[src/rtl/fault_campaign_scheduler.sv]
// Fault-injection campaign sequencer: walks the masked gates, pulsing fault, settle/sample
// and logic-reset phases per gate, for a configurable number of passes.
module fault_campaign_scheduler #(
    parameter int unsigned GATE_COUNT    = 4,
    parameter int unsigned FAULT_CYCLES  = 2,
    parameter int unsigned SETTLE_CYCLES = 4
) (
    input  logic                                              clk,
    input  logic                                              reset,
    input  logic                                              start,
    input  logic                                              abort,
    input  logic [GATE_COUNT-1:0]                             gate_mask,
    input  logic [7:0]                                        repeat_count,
    output logic [GATE_COUNT-1:0]                             fault_in,
    output logic                                              logic_reset,
    output logic                                              sample,
    output logic [$clog2(GATE_COUNT > 1 ? GATE_COUNT : 2)-1:0] cur_gate,
    output logic                                              busy,
    output logic                                              done,
    output logic                                              aborted
);

    localparam int unsigned GW = $clog2(GATE_COUNT > 1 ? GATE_COUNT : 2);
    localparam logic [7:0] FaultLast  = 8'(FAULT_CYCLES - 1);
    localparam logic [7:0] SettleLast = 8'(SETTLE_CYCLES - 1);
    localparam logic [7:0] SettlePre  = 8'(SETTLE_CYCLES - 2);
    localparam logic       SettleOne  = (SETTLE_CYCLES == 1);

    typedef enum logic [2:0] {
        StIdle, StInject, StSettle, StRecover, StDone, StAbort
    } state_e;

    state_e                state_q;
    logic [7:0]            cnt_q;
    logic [7:0]            pass_q;
    logic [7:0]            reps_q;
    logic [GATE_COUNT-1:0] mask_q;

    logic                  has_next;
    logic [GW-1:0]         next_gate;
    logic [7:0]            pass_next;

    function automatic logic [GW-1:0] lowest(input logic [GATE_COUNT-1:0] m);
        logic [GW-1:0] g;
        g = '0;
        for (int i = int'(GATE_COUNT) - 1; i >= 0; i--) begin
            if (m[i]) g = GW'(i);
        end
        return g;
    endfunction

    function automatic logic [GATE_COUNT-1:0] onehot(input logic [GW-1:0] g);
        logic [GATE_COUNT-1:0] v;
        for (int i = 0; i < int'(GATE_COUNT); i++) v[i] = (int'(g) == i);
        return v;
    endfunction

    // Next latched-mask gate strictly above the current one.
    always_comb begin
        has_next  = 1'b0;
        next_gate = cur_gate;
        for (int i = int'(GATE_COUNT) - 1; i >= 0; i--) begin
            if (mask_q[i] && (i > int'(cur_gate))) begin
                has_next  = 1'b1;
                next_gate = GW'(i);
            end
        end
    end

    assign pass_next = pass_q + 8'd1;

    always_ff @(posedge clk or posedge reset) begin
        if (reset) begin
            state_q     <= StIdle;
            cnt_q       <= '0;
            pass_q      <= '0;
            reps_q      <= '0;
            mask_q      <= '0;
            fault_in    <= '0;
            logic_reset <= 1'b0;
            sample      <= 1'b0;
            cur_gate    <= '0;
            busy        <= 1'b0;
            done        <= 1'b0;
            aborted     <= 1'b0;
        end else begin
            sample      <= 1'b0;
            logic_reset <= 1'b0;
            done        <= 1'b0;
            aborted     <= 1'b0;
            if (abort && (state_q == StInject || state_q == StSettle || state_q == StRecover)) begin
                state_q     <= StAbort;
                cnt_q       <= '0;
                fault_in    <= '0;
                logic_reset <= 1'b1;
                aborted     <= 1'b1;
                busy        <= 1'b1;
            end else begin
                case (state_q)
                    StIdle: begin
                        if (start && (|gate_mask)) begin
                            state_q  <= StInject;
                            mask_q   <= gate_mask;
                            reps_q   <= (repeat_count == 8'd0) ? 8'd1 : repeat_count;
                            pass_q   <= '0;
                            cnt_q    <= '0;
                            cur_gate <= lowest(gate_mask);
                            fault_in <= onehot(lowest(gate_mask));
                            busy     <= 1'b1;
                        end
                    end
                    StInject: begin
                        if (cnt_q == FaultLast) begin
                            state_q  <= StSettle;
                            cnt_q    <= '0;
                            fault_in <= '0;
                            sample   <= SettleOne;
                        end else begin
                            cnt_q <= cnt_q + 8'd1;
                        end
                    end
                    StSettle: begin
                        if (cnt_q == SettleLast) begin
                            state_q     <= StRecover;
                            cnt_q       <= '0;
                            logic_reset <= 1'b1;
                        end else begin
                            cnt_q  <= cnt_q + 8'd1;
                            sample <= (cnt_q == SettlePre);
                        end
                    end
                    StRecover: begin
                        if (has_next) begin
                            state_q  <= StInject;
                            cur_gate <= next_gate;
                            fault_in <= onehot(next_gate);
                        end else begin
                            pass_q <= pass_next;
                            if (pass_next >= reps_q) begin
                                state_q <= StDone;
                                done    <= 1'b1;
                            end else begin
                                state_q  <= StInject;
                                cur_gate <= lowest(mask_q);
                                fault_in <= onehot(lowest(mask_q));
                            end
                        end
                    end
                    StDone, StAbort: begin
                        state_q <= StIdle;
                        busy    <= 1'b0;
                    end
                    default: begin
                        state_q  <= StIdle;
                        busy     <= 1'b0;
                        fault_in <= '0;
                    end
                endcase
            end
        end
    end

endmodule

[config.mk]
export PLATFORM = sky130hd
export DESIGN_NAME = fault_campaign_scheduler
export DESIGN_NICKNAME = d
export VERILOG_FILES = /design/src/rtl/fault_campaign_scheduler.sv
export SDC_FILE = /design/constraint.sdc
export NUM_CORES = 1
export LEC_CHECK = 0
export CELL_PAD_IN_SITES_DETAIL_PLACEMENT = 1
export CELL_PAD_IN_SITES_GLOBAL_PLACEMENT = 2
export CORE_ASPECT_RATIO = 2
export CORE_MARGIN = 1.5
export CORE_UTILIZATION = 35
export DETAILED_ROUTE_END_ITERATION = 7
export PLACE_DENSITY_LB_ADDON = 0.25
export SYNTH_ARGS = -nofsm -noshare
export SYNTH_HDL_FRONTEND = slang
export SYNTH_SLANG_ARGS = --single-unit
[constraint.sdc]
create_clock -name clk -period 2.8 [get_ports clk]
set_input_delay 0.84 -clock clk [delete_from_list [all_inputs] [get_ports clk]]
set_output_delay 0.84 -clock clk [all_outputs]
set_load 0.005 [all_outputs]
==> impl_metrics.yaml, run 1 <==
status:
  outcome: "complete, no violations"
placement:
  dpl_cell_area_um2: 2950
  gp_congestion: 0.794
  port_buffers: 26
  dp_hpwl_um: 5320
grt:
  grt-ovfl-total: 0
  grt_max_degree: 25
  grt_pass1_wl_um: 11100
  grt_pass1_vias: 2323
  track_usage_pct: 19.3
  antenna_found_initial: 0
  use_met2_pct: 40.8
  use_met1_pct: 17.0
  busiest_layer: "met2"
  met3_usage_pct: 3.14
floorplan:
  die_h_um: 122
  row_count: 43
  die_w_um: 62.4
  fp.coreArea_um2: 6890
  start_util_pct: 35.9
  ios: 27
  die-area_um2: 7610
worst_setup_path:
  r2r_start: "pass_q[0]$_DFFE_PP0P_"
  crit_chain: "and3_4 > and3_4 > and3_4 > xor2_4 > ha_4 > nand2_2 > a311oi_2 > a2111oi_4 > buf_4 > buf_6 > o221a_2 > a22o_1"
  critPathMaxFanout: 4
  crit_start: "pass_q[0]$_DFFE_PP0P_"
  slowest_stage: "dfrtp_1"
  crit_arrival_ns: 2.90
  cpMostUsedCell: "and3_4"
  cpPeakStageDelay_ns: 0.42
  r2r-end: "fault_in[3]$_DFFE_PP0P_"
  ff2ff_setup_slack_ns: 0.07
  crit_required_ns: 2.97
  reg2reg_depth: 12
  crit_path_start_kind: "register"
  cp-end-kind: "register"
  critical_path_class: "register to register"
  endpoint: "fault_in[3]$_DFFE_PP0P_"
clock_network:
  clk_pin_slew_ns: 0.06
  clk_latency_ns: 0.28
  cts_made_buffers: 5
  clock_tree.root_cell: "clkbuf_16"
  cts_max_path_buffers: 2
  cts_tree: "built"
  htreeDepth: 2
  cts_hold_buf: 0
  clock_sinks: 42
drt:
  vias: 2094
  first_iter_violations: 49
  drc: 0
  via_per_inst: 5.20
  firstDrtPassIters: 4
  postRouteAntennaNets: 0
  wl_per_cell_um: 16.7
  finalWirelength_um: 6720
finish:
  fin_util_pct: 47.3
  final_cell_mix: "dfrtp_1 (42), o21ai_0 (32), nand2_1 (32)"
  layout_commonest_cell: "dfrtp_1"
  multiInputGateArea_um2: 1400
  nFillCells: 825
  stdcell_area_um2: 3260
  seqCellArea_um2: 1050
  diodes: 0
  drive_above_1_share_pct: 19.5
  finalNetCount: 342
  areaGrowthSynthToFinish_pct: 31.9
timing:
  layout_min_cycle_time_ns: 2.73
  fmax_mhz: 366
  relSlewSlack_pct: 43.2
  min_period_over_period_pct: 97.5
  hold_viol_final: 0
  whs_ns: 0.501
  worst_pin_slew_ns: 0.844
  totalNegativeSetupSlack_ns: 0
  setup_viol: 0
  final-max-slew-violation-count: 0
  final.setup_skew_ns: 0.00441
yosys:
  ys.flop_type: "dfrtp_1"
  synth.net_count: 289
  syn_area_um2: 2470
  syn_area_per_cell_um2: 9.47
  ys_ff_latch: 42
  synth_edf_count: 0
  syn_inst: 261
  yosys_warnings: 0
  async_reset_ff_share_pct: 100
  seq_area_frac_synth_pct: 42.5
  ys_types: 52
power_and_ir_drop:
  power_frac_comb_pct: 45.3
  total_power_mw: 2.81
  powerDensity_nw_per_um2: 862
  swShare_pct: 38.0
  clkPwrFrac_pct: 20.0
  cellLeakagePower_nw: 1.45
  power_switching_mw: 1.07
  pwr-share-seq_pct: 34.7
  intPower_mw: 1.74
  vdd_drop_max_mv: 0.382
hold_path:
  hold_start: "busy$_DFFE_PP0P_"
  hold_class: "register to register"
  min_path_cells: 1
run:
  maxCapViolCount: 0
[cell families (layout without fill, tap and decap cells)]
logic type	after synthesis	count (layout)	synth area share, %
simple gates	98	98	20.9
buf+inv	25	77	4.50
fa+ha+maj	12	12	6.07
compound gates	74	74	21.9
flops	42	42	42.5
mux	4	4	1.97
xor+xnor	6	6	2.13
[what timing repair did]
action                                  CTS  global route
hold endpoints to repair                  0             0
endpoints found under the setup margin    5            11
pin swaps                                 4             8
resized for setup                         9             9
setup buffers                             6             4
[through the flow]
step	std cells	setup WS (ns)
floorplan	261	0.201
global placement	388	-0.0900
detailed placement	388	-0.131
CTS	399	0.00506
global route	403	-0.0134
finish	403	0.0698
[critical path: cells and delay by family (launching register included)]
kind	cells	cell delay [ns]
simple gates	4	0.62
fa+ha+maj	1	0.29
flops	1	0.42
xor+xnor	1	0.16
compound gates	4	0.81
buf+inv	2	0.30
[cell type report]
cell class | count | area share, %
timing repair buffer | 53 | 14.9
sequential | 42 | 32.2
tap | 90 | 3.45
inverter | 18 | 2.07
clock buffer | 6 | 4.26
multi-input combinational | 194 | 43.1
[registers in the layout, indices dropped and copies added, names as in the netlist]
name and cells:
aborted 1, busy 1, cnt_q 8, cur_gate 2
done 1, fault_in 4, logic_reset 1, mask_q 4
pass_q 8, reps_q 8, sample 1, state_q 3
[synthesized netlist by cell type, types with 2 or more instances]
master      n  area [um^2]
or4b_4      2         27.5
o211ai_1    2         15.0
xnor2_1     3         26.3
nor2b_1     5         31.3
a22o_1      2         17.5
o31ai_1     5         37.5
nand3_1     6         30.0
ha_1       12          150
buf_6       2         22.5
nor2_1     14         52.6
o21ai_1     4         20.0
a31oi_4     2         42.5
a21oi_1     8         40.0
nor4_1      2         12.5
inv_1      18         67.6
dfrtp_1    42         1050
clkbuf_1    3         11.3
buf_2       2         10.0
xor2_1      3         26.3
o21ai_0    32          160
and3_1      9         56.3
nor3_1     10         50.1
a211o_1     2         17.5
nand2_1    33          124
mux2_2      3         33.8
a211oi_1    2         15.0
nand2b_1    7         43.8
o2bb2ai_1   2         17.5
[how the worst min path moves through the flow]
stage	endpoint	slack (ns)
global route	fault_in[1]$_DFFE_PP0P_	0.52
CTS	busy$_DFFE_PP0P_	0.51
detailed placement	fault_in[0]$_DFFE_PP0P_	0.48
finish	busy$_DFFE_PP0P_	0.50
floorplan	pass_q[7]$_DFFE_PP0P_	0.47
global placement	busy$_DFFE_PP0P_	0.48
[power by group through the flow]
stage	Sequential, mW	Clock (mW)	Combinational, mW
3_3_place_gp	0.980	0	1.16
2_1_floorplan	0.899	0	0.815
5_1_grt	1.00	0.603	1.41
6_report	0.975	0.562	1.27
3_5_place_dp	0.984	0	1.18
4_1_cts	0.975	0.585	1.25
[routing by layer]
layer	share of wire, %	vias to the layer above
met5	0	-
met4	2.4	0
met3	1.8	9
met2	62	20
met1	34	1037
li1	-	1028
No activity file was read; power rests on OpenSTA's default activity.
==> run 2, diff against run 1 <==
--- a/config.mk
+++ b/config.mk
@@ -10,6 +10,7 @@
 export CORE_ASPECT_RATIO = 2
 export CORE_MARGIN = 1.5
 export CORE_UTILIZATION = 35
+export CTS_BUF_LIST = sky130_fd_sc_hd__clkbuf_4 sky130_fd_sc_hd__clkbuf_8
 export DETAILED_ROUTE_END_ITERATION = 7
 export PLACE_DENSITY_LB_ADDON = 0.25
 export SYNTH_ARGS = -nofsm -noshare
==> run 2 against run 1 <==
Net effect:
- die area unchanged
- non-clock buffer count is the same
- fmax down 0.76%
- register-to-register slack lost 0.02 ns
- first-iteration DRC count is 18% higher
- largest cell class unchanged
- routed wire length decreased by 0.73%
- global-route usage increased by 0.059 points
- final cell count unchanged
- critical path depth did not move
==> impl_metrics.yaml, run 2 (synthesis results as in run 1) <==
status:
  outcome: "complete, no violations"
finish:
  stdcell_area_um2: 3220
  multiInputGateArea_um2: 1410
  seqCellArea_um2: 1050
  stdcell_count: 403
  areaGrowthSynthToFinish_pct: 30.1
  top_regs: "cnt_q: 8 flops, pass_q: 8 flops, reps_q: 8 flops"
  drive_above_1_share_pct: 19.5
  finalNetCount: 342
  final_cell_mix: "dfrtp_1 (42), o21ai_0 (32), nand2_1 (32)"
  diodes: 0
  layout_commonest_cell: "dfrtp_1"
  nFillCells: 834
run:
  maxCapViolCount: 0
power_and_ir_drop:
  vdd_drop_max_mv: 0.336
  powerDensity_nw_per_um2: 823
  cellLeakagePower_nw: 1.43
floorplan:
  die-area_um2: 7610
  start_util_pct: 35.9
  row_count: 43
  ios: 27
  fp.coreArea_um2: 6890
  die_w_um: 62.4
  die_h_um: 122
clock_network:
  clk_pin_slew_ns: 0.08
  cts_max_path_buffers: 2
  clk_latency_ns: 0.30
  clock_tree.root_cell: "clkbuf_8"
  cts_hold_buf: 0
  htreeDepth: 2
  cts_tree: "built"
  cts_made_buffers: 5
  clock_sinks: 42
grt:
  grt_pass1_wl_um: 11100
  grt-ovfl-total: 0
  grt_max_degree: 25
  track_usage_pct: 19.3
  antenna_found_initial: 0
  grt_pass1_vias: 2316
worst_setup_path:
  critical_path_class: "register to register"
  r2r_start: "pass_q[0]$_DFFE_PP0P_"
  crit_required_ns: 2.98
  crit_chain: "and3_4 > and3_4 > and3_4 > xor2_4 > ha_4 > nand2_2 > a311oi_2 > a2111oi_4 > buf_4 > buf_6 > o21ai_4 > mux2_4"
  crit_path_start_kind: "register"
  crit_buf_inv: 2
  ff2ff_setup_slack_ns: 0.05
  critPathMaxFanout: 4
  cpPeakStageDelay_ns: 0.43
  cp-end-kind: "register"
  slowest_stage: "dfrtp_1"
  r2r-end: "cur_gate[0]$_DFFE_PP0P_"
  cpMostUsedCell: "and3_4"
  reg2reg_depth: 12
  crit_arrival_ns: 2.93
  cp_top_family: "simple AND/OR/NAND/NOR gates"
placement:
  port_buffers: 26
  gp_congestion: 0.794
  dp_hpwl_um: 5320
  post-place-cells: 388
  place_ws_ns: -0.131
  dpl_cell_area_um2: 2950
drt:
  drc: 0
  finalWirelength_um: 6670
  postRouteAntennaNets: 0
  vias: 2082
  firstDrtPassIters: 4
  wl_per_cell_um: 16.6
  via_per_inst: 5.17
  first_iter_violations: 58
timing:
  layout_min_cycle_time_ns: 2.75
  relSlewSlack_pct: 40.9
  final.setup.worst_slack_ns: 0.0489
  setup_viol: 0
  worst_pin_slew_ns: 0.877
  final-max-slew-violation-count: 0
  final.setup_skew_ns: 0.00780
  fmax_mhz: 363
  min_period_over_period_pct: 98.3
  hold_viol_final: 0
hold_path:
  min_path_cells: 1
  hold_path_end: "busy$_DFFE_PP0P_"
  hold_class: "register to register"
  hold_start: "busy$_DFFE_PP0P_"
## run 2: power breakdown
part	internal (mW)	switching, mW	total, mW
sequential	0.780	0.191	0.972
combinational	0.623	0.661	1.28
clock	0.190	0.202	0.392
## run 2: final cells by class
type / count / area share (%)
Multi-Input combinational cell: 194 / 43.9
Inverter: 18 / 2.10
Tap cell: 90 / 3.50
Timing Repair Buffer: 53 / 15.2
Sequential cell: 42 / 32.7
Clock buffer: 6 / 2.57
## run 2: what timing repair did
item | 4_1_cts | 5_1_grt
gates resized for setup | 11 | 9
pin swaps | 4 | 6
setup endpoints to repair | 5 | 11
buffers inserted | 6 | 4
## run 2: layer usage
layer | vias up | share of wire (%) | global-route usage (%)
met5 | - | 0 | 0
met4 | 0 | 2.5 | 9.03
met3 | 11 | 1.8 | 3.14
met2 | 18 | 62 | 40.3
met1 | 1026 | 34 | 17.3
li1 | 1027 | - | -
## run 2: worst max-delay path by stage
| stage | startpoint | endpoint | slack [ns] | depth (start not counted) |
|---|---|---|---|---|
| floorplan | pass_q[4]$_DFFE_PP0P_ | fault_in[1]$_DFFE_PP0P_ | 0.20 | 10 |
| global placement | pass_q[1]$_DFFE_PP0P_ | cur_gate[0]$_DFFE_PP0P_ | -0.09 | 11 |
| detailed placement | pass_q[1]$_DFFE_PP0P_ | cur_gate[0]$_DFFE_PP0P_ | -0.13 | 11 |
| CTS | pass_q[1]$_DFFE_PP0P_ | cur_gate[0]$_DFFE_PP0P_ | 0.006 | 12 |
| global route | pass_q[1]$_DFFE_PP0P_ | fault_in[2]$_DFFE_PP0P_ | -0.02 | 11 |
| finish | pass_q[0]$_DFFE_PP0P_ | cur_gate[0]$_DFFE_PP0P_ | 0.05 | 12 |
## run 2: stage by stage
stage          hold WS, ns  setup TNS (ns)  power, mW  util, %
6_report             0.505               0       2.65     46.7
5_1_grt              0.531         -0.0356       2.86     46.7
4_1_cts              0.510               0       2.64     45.4
3_5_place_dp         0.481          -0.736       2.16     42.8
3_3_place_gp         0.479          -0.301       2.14     42.8
2_1_floorplan        0.466               0       1.71        -
==> run 3, diff against run 2 <==
--- a/config.mk
+++ b/config.mk
@@ -11,8 +11,10 @@
 export CORE_MARGIN = 1.5
 export CORE_UTILIZATION = 35
 export CTS_BUF_LIST = sky130_fd_sc_hd__clkbuf_4 sky130_fd_sc_hd__clkbuf_8
+export CTS_CLUSTER_SIZE = 25
 export DETAILED_ROUTE_END_ITERATION = 7
 export PLACE_DENSITY_LB_ADDON = 0.25
+export REMOVE_ABC_BUFFERS = 1
 export SYNTH_ARGS = -nofsm -noshare
 export SYNTH_HDL_FRONTEND = slang
 export SYNTH_SLANG_ARGS = --single-unit
==> run 3 against run 2 <==
Net effect:
- count of clock-buffer cells in the layout did not move
- power rose by 6.5%
- final area rose by 1.0%
- critical path depth fell by 1
- register-to-register slack improved by 0.03 ns
- clock skew rose by 0.0020 ns
- largest cell class unchanged
- worst setup slack improved by 0.033 ns
- global-route usage rose by 0.82 points
- first-iteration DRC count fell by 16%
==> impl_metrics.yaml, run 3 (synthesis results as in run 1) <==
grt:
  busiest_layer: "met2"
  track_usage_pct: 20.1
  grt-ovfl-total: 0
  grt_pass1_vias: 2363
  met3_usage_pct: 2.40
  grt_pass1_wl_um: 11700
  antenna_found_initial: 0
  grt_max_degree: 43
  use_met1_pct: 17.8
  use_met2_pct: 43.1
clock_network:
  clk_latency_ns: 0.30
  clock_tree.root_cell: "clkbuf_8"
  clk_pin_slew_ns: 0.08
  cts_made_buffers: 5
  cts_max_path_buffers: 2
  htreeDepth: 2
  cts_tree: "built"
  clock_sinks: 42
worst_setup_path:
  reg2reg_depth: 11
  crit_start: "pass_q[0]$_DFFE_PP0P_"
  r2r_start: "pass_q[0]$_DFFE_PP0P_"
  cp-end-kind: "register"
  crit_path_start_kind: "register"
  critical_path_class: "register to register"
  critPathMaxFanout: 4
  crit_arrival_ns: 2.91
  crit_required_ns: 3.00
timing:
  whs_ns: 0.507
  hold_viol_final: 0
  worst_pin_slew_ns: 0.694
  final-max-slew-violation-count: 0
  fmax_mhz: 368
  min_period_over_period_pct: 97.1
  final.setup_skew_ns: 0.00983
  relSlewSlack_pct: 53.2
  setup_viol: 0
  layout_min_cycle_time_ns: 2.72
drt:
  finalWirelength_um: 7230
  first_iter_violations: 49
  via_per_inst: 5.39
  drc: 0
  firstDrtPassIters: 4
  vias: 2174
  wl_per_cell_um: 17.9
  postRouteAntennaNets: 0
power_and_ir_drop:
  cellLeakagePower_nw: 1.43
  vdd_drop_max_mv: 0.341
  powerDensity_nw_per_um2: 867
finish:
  nFillCells: 830
  top_regs: "cnt_q: 8 flops, pass_q: 8 flops, reps_q: 8 flops"
  areaGrowthSynthToFinish_pct: 31.4
  finalNetCount: 341
  drive_above_1_share_pct: 21.1
  layout_commonest_cell: "dfrtp_1"
  final_cell_mix: "dfrtp_1 (41), nand2_1 (32), o21ai_0 (31)"
  diodes: 0
  stdcell_area_um2: 3250
floorplan:
  die_h_um: 122
  fp.coreArea_um2: 6890
  die_w_um: 62.4
  start_util_pct: 35.9
  ios: 27
  row_count: 43
  die-area_um2: 7610
placement:
  dp_hpwl_um: 5480
  dpl_cell_area_um2: 2940
  gp_congestion: 0.824
  port_buffers: 26
hold_path:
  hold_class: "register to register"
  hold_start: "busy$_DFFE_PP0P_"
  min_path_cells: 1
run:
  maxCapViolCount: 0
status:
  outcome: "complete, no violations"
## run 3: critical path: stages (launching register included)
cell and delay (ns):
dfrtp_2 0.45, and3_4 0.17, and3_4 0.17, and3_4 0.20
xor2_4 0.19, ha_4 0.28, nand2_4 0.08, nor2_1 0.07
a2111oi_4 0.40, buf_4 0.22, o21ai_4 0.07, mux2_4 0.31
## run 3: per-layer routing
layer | vias to the layer above | share of wire (%)
met5 | - | 0
met2 | 25 | 62
met4 | 0 | 3.1
met3 | 14 | 1.6
li1 | 1032 | -
met1 | 1103 | 33
## run 3: layout make-up
cell class	instances	area, um^2	share of cell area, %
sequential	42	1050	32.4
clock buffer	6	82.6	2.54
multi-input combinational	194	1450	44.6
tap	90	113	3.47
inverter	18	67.6	2.08
clock inverter	1	30.0	0.924
timing repair buffer	52	455	14.0
## run 3: path summary, 6_finish.rpt
check                                           to  slack [ns]
setup / recovery           cur_gate[0]$_DFFE_PP0P_        0.08
hold / removal                    busy$_DFFE_PP0P_        0.51
setup reg to reg           cur_gate[0]$_DFFE_PP0P_        0.08
hold reg to reg                   busy$_DFFE_PP0P_        0.51
max in group asynchronous    pass_q[0]$_DFFE_PP0P_        1.39
min in group asynchronous    reps_q[4]$_DFFE_PP0P_        0.97
## run 3: what timing repair did
item,CTS,global route
pin swaps,2,10
hold buffers,0,0
endpoints found under the setup margin,3,9
gates resized for setup,4,20
buffers inserted,5,3
## run 3: per-stage QoR
step / setup WS (ns) / total power, mW / util [%] / cells / setup TNS (ns)
after floorplan: 0.197 / 1.67 / - / 254 / 0
after global placement: -0.0215 / 2.15 / 42.6 / 388 / -0.0215
after detailed placement: -0.0634 / 2.18 / 42.6 / 388 / -0.284
after CTS: 0.0274 / 2.74 / 45.2 / 400 / 0
after global routing: -0.0110 / 3.03 / 47.2 / 403 / -0.0110
final: 0.0819 / 2.82 / 47.2 / 403 / 0
## run 3: report_power, final
| group | switching [mW] | internal, mW |
|---|---|---|
| clock network | 0.219 | 0.286 |
| registers | 0.199 | 0.781 |
| logic | 0.698 | 0.635 |
| total | 1.12 | 1.70 |
